===== src/rtl/cpu_ctrl_pkg.sv =====
// Shared types and constants for the CPU run controller.
//   run_state_t : controller state encoding (also shown on the status display)
//   OP_*        : opcodes used to classify instructions for the counters
//   HEX_*       : display source select codes
package cpu_ctrl_pkg;

  typedef enum logic [1:0] {
    IDLE = 2'd0,
    RUN  = 2'd1,
    STEP = 2'd2,
    HALT = 2'd3
  } run_state_t;

  localparam logic [5:0] OP_RTYPE = 6'h00;
  localparam logic [5:0] OP_J     = 6'h02;
  localparam logic [5:0] OP_JAL   = 6'h03;

  localparam logic [2:0] HEX_PC     = 3'd0;
  localparam logic [2:0] HEX_INSTR  = 3'd1;
  localparam logic [2:0] HEX_ALU    = 3'd2;
  localparam logic [2:0] HEX_CNT_IR = 3'd3;
  localparam logic [2:0] HEX_CNT_JC = 3'd4;
  localparam logic [2:0] HEX_STATUS = 3'd5;

  function automatic logic is_jump(input logic [5:0] op);
    return (op == OP_J) || (op == OP_JAL);
  endfunction

endpackage


===== src/rtl/cpu_run_controller_if.sv =====
// Control/observation bundle between the board or bench and the run controller.
//   master : board side (drives run/step/breakpoint/CPU taps, reads status)
//   slave  : controller side
interface cpu_run_controller_if #(
  parameter int CNT_W = 11
);
  logic             run;
  logic             step;
  logic             bp_en;
  logic [31:0]      bp_addr;
  logic [31:0]      pc;
  logic [31:0]      instr;
  logic [31:0]      alu_result;
  logic             expsrc0;
  logic             expsrc1;
  logic             expsrc2;
  logic             cpu_en;
  logic             halted;
  logic [CNT_W-1:0] cnt_i;
  logic [CNT_W-1:0] cnt_r;
  logic [CNT_W-1:0] cnt_j;
  logic [CNT_W-1:0] cnt_clk;
  logic [31:0]      hex;

  modport master (
    output run, step, bp_en, bp_addr, pc, instr, alu_result,
           expsrc0, expsrc1, expsrc2,
    input  cpu_en, halted, cnt_i, cnt_r, cnt_j, cnt_clk, hex
  );

  modport slave (
    input  run, step, bp_en, bp_addr, pc, instr, alu_result,
           expsrc0, expsrc1, expsrc2,
    output cpu_en, halted, cnt_i, cnt_r, cnt_j, cnt_clk, hex
  );

endinterface


===== src/rtl/instr_class_counter.sv =====
// Saturating up-counter with enable; holds at all-ones.
//   i_clk  : clock
//   i_rst  : synchronous active-high clear
//   i_en   : count enable
//   o_cnt  : current count
module instr_class_counter #(
  parameter int CNT_W = 11
) (
  input  logic             i_clk,
  input  logic             i_rst,
  input  logic             i_en,
  output logic [CNT_W-1:0] o_cnt
);

  logic [CNT_W-1:0] r_cnt;

  always_ff @(posedge i_clk) begin
    if (i_rst) begin
      r_cnt <= '0;
    end else if (i_en && (r_cnt != '1)) begin
      r_cnt <= r_cnt + 1'b1;
    end
  end

  assign o_cnt = r_cnt;

endmodule


===== src/rtl/cpu_run_controller.sv =====
// Execution controller for single_cycle_cpu: gates the CPU commit enable in
// free-run / single-step / halt, counts executed instructions by class and
// drives the hex display mux.
//   external_clk : sole clock, rising edge
//   reset        : synchronous active-high, clears all state
//   bus          : cpu_run_controller_if.slave (controls, CPU taps, status)
//
// state | meaning
// IDLE  | CPU frozen, waiting for run or a step edge
// RUN   | free-running until run drops, breakpoint or cycle budget
// STEP  | exactly one enabled cycle, then back to IDLE
// HALT  | frozen; leaves on run=0 && step=0 unless the budget was hit
module cpu_run_controller
  import cpu_ctrl_pkg::*;
#(
  parameter int CNT_W      = 11,
  parameter int MAX_CYCLES = 1700
) (
  input  logic                 external_clk,
  input  logic                 reset,
  cpu_run_controller_if.slave  bus
);

  run_state_t  r_state;
  logic        r_halted;
  logic        r_step_q;
  logic        r_bp_skip;
  logic        r_limit_hit;
  logic [31:0] r_hex;

  logic             w_step_edge;
  logic             w_bp_hit;
  logic             w_cpu_en;
  logic             w_limit_now;
  logic [5:0]       w_opcode;
  logic [2:0]       w_sel;
  logic [31:0]      w_hex_next;
  logic [CNT_W-1:0] w_cnt_i;
  logic [CNT_W-1:0] w_cnt_r;
  logic [CNT_W-1:0] w_cnt_j;
  logic [CNT_W-1:0] w_cnt_clk;

  assign w_opcode    = bus.instr[31:26];
  assign w_sel       = {bus.expsrc2, bus.expsrc1, bus.expsrc0};
  assign w_step_edge = bus.step && !r_step_q;
  // bp_skip lets a resumed run execute the instruction it stopped on.
  assign w_bp_hit    = bus.bp_en && (bus.pc == bus.bp_addr) && !r_bp_skip;

  always_comb begin
    w_cpu_en = 1'b0;
    case (r_state)
      RUN:     w_cpu_en = !w_bp_hit && !r_limit_hit;
      STEP:    w_cpu_en = !r_limit_hit;
      default: w_cpu_en = 1'b0;
    endcase
  end

  // The enabled cycle that brings cnt_clk up to the budget is the last one.
  assign w_limit_now = w_cpu_en && ((int'(w_cnt_clk) + 1) == MAX_CYCLES);

  always_comb begin
    w_hex_next = '0;
    case (w_sel)
      HEX_PC:     w_hex_next = bus.pc;
      HEX_INSTR:  w_hex_next = bus.instr;
      HEX_ALU:    w_hex_next = bus.alu_result;
      HEX_CNT_IR: w_hex_next = 32'({w_cnt_i, w_cnt_r});
      HEX_CNT_JC: w_hex_next = 32'({w_cnt_j, w_cnt_clk});
      HEX_STATUS: w_hex_next = 32'({r_limit_hit, r_bp_skip, r_state});
      default:    w_hex_next = '0;
    endcase
  end

  always_ff @(posedge external_clk) begin
    if (reset) begin
      r_state     <= IDLE;
      r_halted    <= 1'b0;
      r_step_q    <= 1'b0;
      r_bp_skip   <= 1'b0;
      r_limit_hit <= 1'b0;
      r_hex       <= '0;
    end else begin
      r_step_q <= bus.step;
      r_hex    <= w_hex_next;
      if (w_limit_now) r_limit_hit <= 1'b1;
      case (r_state)
        IDLE: begin
          if (bus.run) begin
            r_state   <= RUN;
            r_bp_skip <= 1'b1;
          end else if (w_step_edge) begin
            r_state <= STEP;
          end
        end
        RUN: begin
          r_bp_skip <= 1'b0;
          if (w_limit_now || w_bp_hit) begin
            r_state  <= HALT;
            r_halted <= 1'b1;
          end else if (!bus.run) begin
            r_state <= IDLE;
          end
        end
        STEP: begin
          if (w_limit_now) begin
            r_state  <= HALT;
            r_halted <= 1'b1;
          end else begin
            r_state <= IDLE;
          end
        end
        HALT: begin
          if (!bus.run && !bus.step && !r_limit_hit) begin
            r_state  <= IDLE;
            r_halted <= 1'b0;
          end
        end
        default: begin
          r_state  <= IDLE;
          r_halted <= 1'b0;
        end
      endcase
    end
  end

  instr_class_counter #(.CNT_W(CNT_W)) u_cnt_clk (
    .i_clk (external_clk),
    .i_rst (reset),
    .i_en  (w_cpu_en),
    .o_cnt (w_cnt_clk)
  );

  instr_class_counter #(.CNT_W(CNT_W)) u_cnt_r (
    .i_clk (external_clk),
    .i_rst (reset),
    .i_en  (w_cpu_en && (w_opcode == OP_RTYPE)),
    .o_cnt (w_cnt_r)
  );

  instr_class_counter #(.CNT_W(CNT_W)) u_cnt_j (
    .i_clk (external_clk),
    .i_rst (reset),
    .i_en  (w_cpu_en && is_jump(w_opcode)),
    .o_cnt (w_cnt_j)
  );

  instr_class_counter #(.CNT_W(CNT_W)) u_cnt_i (
    .i_clk (external_clk),
    .i_rst (reset),
    .i_en  (w_cpu_en && (w_opcode != OP_RTYPE) && !is_jump(w_opcode)),
    .o_cnt (w_cnt_i)
  );

  assign bus.cpu_en  = w_cpu_en;
  assign bus.halted  = r_halted;
  assign bus.cnt_i   = w_cnt_i;
  assign bus.cnt_r   = w_cnt_r;
  assign bus.cnt_j   = w_cnt_j;
  assign bus.cnt_clk = w_cnt_clk;
  assign bus.hex     = r_hex;

endmodule


===== src/flat_wrapper.sv =====
// flat-port wrapper written by rule: the top's interface ports become plain ports
module cpu_run_controller_flat import cpu_ctrl_pkg::*;
#(
  parameter int CNT_W      = 11,
  parameter int MAX_CYCLES = 1700
)
  (external_clk, reset, bus_run, bus_step, bus_bp_en, bus_bp_addr, bus_pc, bus_instr, bus_alu_result, bus_expsrc0, bus_expsrc1, bus_expsrc2, bus_cpu_en, bus_halted, bus_cnt_i, bus_cnt_r, bus_cnt_j, bus_cnt_clk, bus_hex);
  cpu_run_controller_if #(.CNT_W(CNT_W)) bus_i ();
  input  logic external_clk;
  input  logic reset;
  input wire logic [$bits(bus_i.run)-1:0] bus_run;
  input wire logic [$bits(bus_i.step)-1:0] bus_step;
  input wire logic [$bits(bus_i.bp_en)-1:0] bus_bp_en;
  input wire logic [$bits(bus_i.bp_addr)-1:0] bus_bp_addr;
  input wire logic [$bits(bus_i.pc)-1:0] bus_pc;
  input wire logic [$bits(bus_i.instr)-1:0] bus_instr;
  input wire logic [$bits(bus_i.alu_result)-1:0] bus_alu_result;
  input wire logic [$bits(bus_i.expsrc0)-1:0] bus_expsrc0;
  input wire logic [$bits(bus_i.expsrc1)-1:0] bus_expsrc1;
  input wire logic [$bits(bus_i.expsrc2)-1:0] bus_expsrc2;
  output wire logic [$bits(bus_i.cpu_en)-1:0] bus_cpu_en;
  output wire logic [$bits(bus_i.halted)-1:0] bus_halted;
  output wire logic [$bits(bus_i.cnt_i)-1:0] bus_cnt_i;
  output wire logic [$bits(bus_i.cnt_r)-1:0] bus_cnt_r;
  output wire logic [$bits(bus_i.cnt_j)-1:0] bus_cnt_j;
  output wire logic [$bits(bus_i.cnt_clk)-1:0] bus_cnt_clk;
  output wire logic [$bits(bus_i.hex)-1:0] bus_hex;
  assign bus_i.run = bus_run;
  assign bus_i.step = bus_step;
  assign bus_i.bp_en = bus_bp_en;
  assign bus_i.bp_addr = bus_bp_addr;
  assign bus_i.pc = bus_pc;
  assign bus_i.instr = bus_instr;
  assign bus_i.alu_result = bus_alu_result;
  assign bus_i.expsrc0 = bus_expsrc0;
  assign bus_i.expsrc1 = bus_expsrc1;
  assign bus_i.expsrc2 = bus_expsrc2;
  assign bus_cpu_en = bus_i.cpu_en;
  assign bus_halted = bus_i.halted;
  assign bus_cnt_i = bus_i.cnt_i;
  assign bus_cnt_r = bus_i.cnt_r;
  assign bus_cnt_j = bus_i.cnt_j;
  assign bus_cnt_clk = bus_i.cnt_clk;
  assign bus_hex = bus_i.hex;
  cpu_run_controller #(.CNT_W(CNT_W), .MAX_CYCLES(MAX_CYCLES)) u_core (.external_clk(external_clk), .reset(reset), .bus(bus_i));
endmodule

===== config.mk =====
export PLATFORM = sky130hd
export DESIGN_NAME = cpu_run_controller_flat
export DESIGN_NICKNAME = d
export VERILOG_FILES = /design/src/rtl/cpu_ctrl_pkg.sv /design/src/rtl/cpu_run_controller_if.sv /design/src/rtl/instr_class_counter.sv /design/src/rtl/cpu_run_controller.sv /design/src/flat_wrapper.sv
export SDC_FILE = /design/constraint.sdc
export NUM_CORES = 1
export LEC_CHECK = 0
export ABC_AREA = 1
export ABC_CLOCK_PERIOD_IN_PS = 2390
export BUFFER_PORTS_ARGS = -buffer_cell sky130_fd_sc_hd__buf_4
export CAP_MARGIN = 40
export CORE_MARGIN = 8
export CORE_UTILIZATION = 49
export DETAILED_ROUTE_END_ITERATION = 7
export HOLD_SLACK_MARGIN = 0.02
export PLACE_DENSITY_LB_ADDON = 0.05
export RECOVER_POWER = 25
export SLEW_MARGIN = 15
export SYNTH_ARGS = -nofsm -noshare
export SYNTH_HDL_FRONTEND = slang
export SYNTH_SLANG_ARGS = --single-unit
export TNS_END_PERCENT = 10

===== constraint.sdc =====
create_clock -name external_clk -period 2.39 [get_ports external_clk]
set_clock_uncertainty 0.2 [all_clocks]
set_input_delay 0.3585 -clock external_clk [delete_from_list [all_inputs] [get_ports external_clk]]
set_output_delay 0.3585 -clock external_clk [all_outputs]
set_load 0.1 [all_outputs]

---- Word-level counts from Yosys, hierarchy flattened ----
Cells that the tools add are included.
word-level totals
  RAM bits ................................ 0
  flip-flop bits (word level) ............. 82
  latch bits .............................. 0
  ROM bits ................................ 0
  memories kept ........................... 0
cells by class
  multipliers ............................. 0
  eq/ne operators ......................... 22
  order comparisons ....................... 0
  bitwise logic cells ..................... 0
  add/sub/neg operators ................... 5
  multiplexer cells ....................... 15
  div/mod/pow operators ................... 0
  reductions and logical operators ........ 33
  shifts and indexed selects .............. 0
operators by type and width
  cell                                                                      count
  32-bit case mux with 6 select lines                                       1
  11-bit by 1-bit adder with 11-bit output (second input constant)          4
  11-bit inequality test (second input constant)                            4
  32-bit by 12-bit equality test with 1-bit output (second input constant)  1
  32-bit equality test                                                      1
  1-bit logical AND                                                         15
  11-bit by 1-bit adder with 12-bit output (second input constant)          1
  6-bit by 2-bit equality test with 1-bit output (second input constant)    2
  2-bit two-way mux                                                         6
  2-bit case mux with 4 select lines                                        1
  1-bit zero test                                                           7
  3-bit by 2-bit equality test with 1-bit output (second input constant)    2
  3-bit equality test (second input constant)                               2
  6-bit zero test                                                           1
  2-bit by 1-bit inequality test with 1-bit output (second input constant)  3
  3-bit by 2-bit inequality test with 1-bit output (second input constant)  2
  6-bit nonzero test                                                        1
  2-bit equality test (second input constant)                               2
  1-bit two-way mux                                                         4
  1-bit case mux with 2 select lines                                        2
  4-bit AND reduction                                                       1
  3-bit by 1-bit equality test with 1-bit output (second input constant)    1
  3-bit zero test                                                           1
  1-bit case mux with 3 select lines                                        1
  other kinds (8)                                                           9

---- Longest topological paths before layout ----
  word-level depth ........................ 10
  depth in mapped cells ................... 17

---- By module ----
From an unflattened synthesis, not the netlist that was laid out.
unflattened totals
  cell total of the unflattened synthesis .. 821
  area, all modules ....................... 5,220.0 sq um
modules (own cells, without submodules)
  module               seq. area each (sq um)  area each (sq um)  instances  cells an instance
  cpu_run_controller   760.7                   2,782.7            1          469
  instr_class_counter  220.2                   609.3              4          88

---- Worst setup path after synthesis ----
No wires, ideal clock.
  kind .................................... register -> register
  start ................................... register u_core.u_cnt_clk.r_cnt[0], in the netlist u_core.u_cnt_clk.o_cnt[0]
  end ..................................... register u_core.r_halted, in the netlist u_core.bus.halted
  required time ........................... 2.058 ns
  cell stages (with the launch flop) ...... 15
  setup time .............................. 0.132 ns
  data arrival time ....................... 2.481 ns
  slack ................................... -0.423 ns
  clock period less this slack ............ 2.813 ns
  path through ............................ dfxtp_1 ha_1 nand2_1 inv_2 nand2_2 nor2_2 nand2_1 nand2_2 nand3_2 nor3_2 nand3_2 nand2_1 nand2_1 nand2_1 a21oi_1
between the ends
  word-level cells in the longest chain between the ends .. 6
  elaborated cells between the ends (all ways) .. 7
  those cells by class .................... add/sub (1); eq/ne (3); reduce/logical (3)
ends and longest elaborated chain
  item                                                               line                       RTL
  start, declared                                                    instr_class_counter.sv:15  logic [CNT_W-1:0] r_cnt;
  start signal, assigned                                             instr_class_counter.sv:21  r_cnt <= r_cnt + 1'b1;
  11-bit by 1-bit adder with 12-bit output (*)                       cpu_run_controller.sv:59   assign w_limit_now = w_cpu_en && ((int'(w_cnt_clk) + 1) == MAX_CYCLES);
  32-bit by 12-bit equality test with 1-bit output (*)               cpu_run_controller.sv:59
  1-bit logical AND (*)                                              cpu_run_controller.sv:59
  1-bit logical OR                                                   cpu_run_controller.sv:97   if (w_limit_now || w_bp_hit) begin
  2-bit by 1-bit inequality test with 1-bit output (no source line)  --
  4-bit AND reduction (no source line) (*)                           --
  end signal, assigned                                               cpu_run_controller.sv:77   r_halted <= 1'b0;
  end signal, assigned                                               cpu_run_controller.sv:99   r_halted <= 1'b1;
  end signal, assigned                                               cpu_run_controller.sv:107  r_halted <= 1'b1;
  end, declared                                                      cpu_run_controller.sv:25   logic r_halted;
Mark *: on every way between the ends. The rest lies on a longest branch, timed or not.
A chain may end at the register's enable or synchronous reset.

---- Worst setup path in the final report ----
  start ................................... register u_core.r_state[0]
  end ..................................... register u_core.u_cnt_r.r_cnt[1], in the netlist u_core.u_cnt_r.o_cnt[1]
between the ends
  word-level cells in the longest chain between the ends .. 4
  elaborated cells between the ends (all ways) .. 5
  those cells by class .................... eq/ne (2); mux (1); reduce/logical (2)
ends and longest elaborated chain
  item                                                                                          line                       RTL
  start, declared                                                                               cpu_run_controller.sv:24   run_state_t r_state;
  start signal, assigned                                                                        cpu_run_controller.sv:76   r_state <= IDLE;
  start signal, assigned                                                                        cpu_run_controller.sv:89   r_state <= RUN;
  start signal, assigned                                                                        cpu_run_controller.sv:92   r_state <= STEP;
  2-bit equality test / 2-bit by 1-bit equality test with 1-bit output (equally long branches)  cpu_run_controller.sv:51   case (r_state)
  1-bit case mux with 2 select lines (*)                                                        cpu_run_controller.sv:51
  1-bit logical AND (*)                                                                         cpu_run_controller.sv:136  .i_en (w_cpu_en && (w_opcode == OP_RTYPE)),
  1-bit logical AND (*)                                                                         instr_class_counter.sv:20  end else if (i_en && (r_cnt != '1)) begin
  end signal, assigned                                                                          instr_class_counter.sv:21
  end, declared                                                                                 instr_class_counter.sv:15
Marks and branches as above.

==> impl_metrics.toml <==
[clocking]
htree_levels = 3
cts_tree = "done"
clock-sinks = 82
clkTransAtPathRegs_ps = 90
cts_buffers = 9
clock_tree.root_cell = "clkbuf_8"
clockBufferDepth = 2
clock_latency_ps = 360

[synth]
synthCells = 769
syn_nets = 914
yosys_warnings = 0
async_flop_share = 0
synth_top_area_frac = 0.329
synth.avg_cell_area_um2 = 6.49
syn_area_um2 = 4990
synth.area.top_cells = "dfxtp_1, nand2_1, inv_1, nand3_1, nor2_1"
synth-edff-count = 0
ys.flop_type = "dfxtp_1"
seq_area_frac_synth = 0.329
synth_largest_area_cell = "dfxtp_1"
yosysUniqueCellTypes = 35
ys_ff_latch = 82

[layout]
final_cell_mix = "buf_4, nand2_1, inv_1"
utilization = 0.697
area_growth_pct = 40.8
layout-drive-gt1-share = 0.311
design_area_um2 = 7030
fillCellCount = 925
regArea_um2 = 1670
multi_input_area_um2 = 2820
final_common_cell = "buf_4"
nNetsFinal = 1133
antenna-diode-count = 0

[timing]
holdWs_ps = 37.9
tightest_slew_ps = 782
finalCriticalPeriod_ps = 2300
grt_setup_unrepaired = "true"
finalHoldViolations = 0
fmax_ghz = 0.434
tns_ps = 0
setup_violations = 0
max_slew_margin = 0.478
drv_slew = 0
min_period_over_period = 0.963

[worst_setup_path]
crit_type = "reg -> reg"
critPathMaxFanout = 12
worstPathRequired_ps = 2410
cp.arrival_ps = 2320
endpoint_kind = "flip-flop"
cp-start-kind = "flip-flop"

[die]
coreArea_um2 = 10100
die_area_um2 = 13700
std_cell_rows = 37
ios = 214
die_height_um = 117
die_w_um = 117
initial_core_util = 0.495

[placed_design]
place_hpwl_um = 15500
port_buffers = 213
placed_area_um2 = 6820
place_congestion = 0.980

[global_routing]
antenna_found_initial = 0
grt_pass1_wl_um = 29100
grt_pass1_vias = 5825
grt_overflow = 0
grt_max_degree = 54
grt_usage = 0.276

[power_and_ir_drop]
seq_power_share = 0.370
p_leak_uw = 0.00331
switching_share = 0.415
fin_total_pwr_uw = 4180
ir_drop_mv = 0.584
clkPwrFrac = 0.249
combPwrFrac = 0.380
internal_power_uw = 2450
powerDensity_nw_per_um2 = 594
p_switching_uw = 1730

[flow_run]
cap_viol_max_count = 0

[detailed_routing]
antenna_left = 0
dr.pass1.iters = 6
wl_um = 19600
drt-initial-drc-count = 496
wl_per_cell_um = 17.3
viasPerCell = 5.40
vias = 6096
post-route-drc-count = 0

[hold_path]
worstHoldPathType = "in -> reg"

[status]
outcome = "finished, final reports clean"
==> cells in the mapped netlist (8+ instances only) <==
cell type / count
nand3_1: 57
xor2_1: 21
nor2_1: 73
a21oi_1: 48
o221ai_1: 14
nand2_2: 10
xnor2_1: 8
clkbuf_1: 21
o21ai_1: 8
a221oi_1: 17
nor3_1: 9
nand2_1: 199
dfxtp_1: 82
ha_1: 9
inv_1: 114
o21ai_0: 20
==> registers in the layout, indices dropped and copies added (netlist names) <==
| signal | flops |
|---|---|
| u_core.bus.hex | 32 |
| u_core.u_cnt_clk.o_cnt | 11 |
| u_core.u_cnt_i.o_cnt | 11 |
| u_core.r_state | 2 |
| u_core.bus.halted | 1 |
| u_core.u_cnt_r.o_cnt | 11 |
| u_core.r_bp_skip | 1 |
| u_core.r_limit_hit | 1 |
| u_core.u_cnt_j.o_cnt | 11 |
| u_core.r_step_q | 1 |
==> per-layer routing <==
| layer | up-vias | track usage | part of all wire |
|---|---|---|---|
| met2 | 317 | 0.472 | 0.48 |
| li1 | 2937 | - | - |
| met1 | 2804 | 0.333 | 0.40 |
| met5 | - | 0 | 0 |
| met4 | 0 | 0.0939 | 0.021 |
| met3 | 38 | 0.0641 | 0.10 |
==> critical path, stage by stage (launching register included) <==
cell	delay, ps
dfxtp_1	380
inv_1	80
ha_1	270
inv_1	60
nor2_2	180
nand2_4	120
nor2_2	410
nand2_2	270
nand2_1	120
a21oi_1	70
==> per-stage QoR <==
stage | cells | setup WS, ps
2_1_floorplan | 769 | -3.88
3_5_place_dp | 1109 | -95.5
4_1_cts | 1125 | 2.73
5_1_grt | 1129 | -55.0
6_report | 1129 | 88.5
3_3_place_gp | 1109 | -39.7
==> cell families (layout without fill, tap and decap cells) <==
family | after synthesis | in the layout | share of synthesized area
AND/OR/NAND/NOR | 372 | 372 | 0.321
buffers and inverters | 146 | 370 | 0.114
AO/OA/AOI/OAI | 131 | 131 | 0.163
flip-flops | 82 | 82 | 0.329
XOR/XNOR | 29 | 29 | 0.0509
adder cells (fa/ha/maj) | 9 | 9 | 0.0226
==> repair_timing <==
item,in CTS,in global routing
pin swaps,0,2
hold buffers,0,0
buffers inserted,0,4
setup endpoints to repair,1,13
cloned,0,0
resized for setup,2,11
endpoints found under the hold margin,0,0
==> worst paths after layout <==
path / depth (start not counted) / from / slack [ps] / endpoint
worst max-delay path: 9 / u_core.r_state[0]$_SDFFE_PP0P_ / 90 / u_core.u_cnt_r.o_cnt[1]$_SDFFE_PP0P_
worst min-delay path: 3 / bus_instr[15] / 40 / u_core.bus.hex[15]$_SDFF_PP0_
worst max register to register: 9 / u_core.r_state[0]$_SDFFE_PP0P_ / 90 / u_core.u_cnt_r.o_cnt[1]$_SDFFE_PP0P_
worst min register to register: 2 / u_core.bus.halted$_SDFFE_PP0P_ / 270 / u_core.bus.halted$_SDFFE_PP0P_
==> power by group through the flow <==
stage               Combinational (µW)  Sequential, µW  Clock [µW]
global route                      1680            1560        1110
global placement                  1530            1570           0
floorplan                          497            2120           0
finish                            1590            1550        1040
detailed placement                1550            1580           0
CTS                               1560            1540        1050
==> final cells by class <==
type                            instances  share of cell area
Multi-Input combinational cell        541               0.400
Timing Repair Buffer                  236               0.246
Sequential cell                        82               0.238
Inverter                              118              0.0633
Tap cell                              136              0.0242
Clock buffer                           12              0.0206
Clock inverter                          4             0.00730
(Power assumes the default switching activity.)
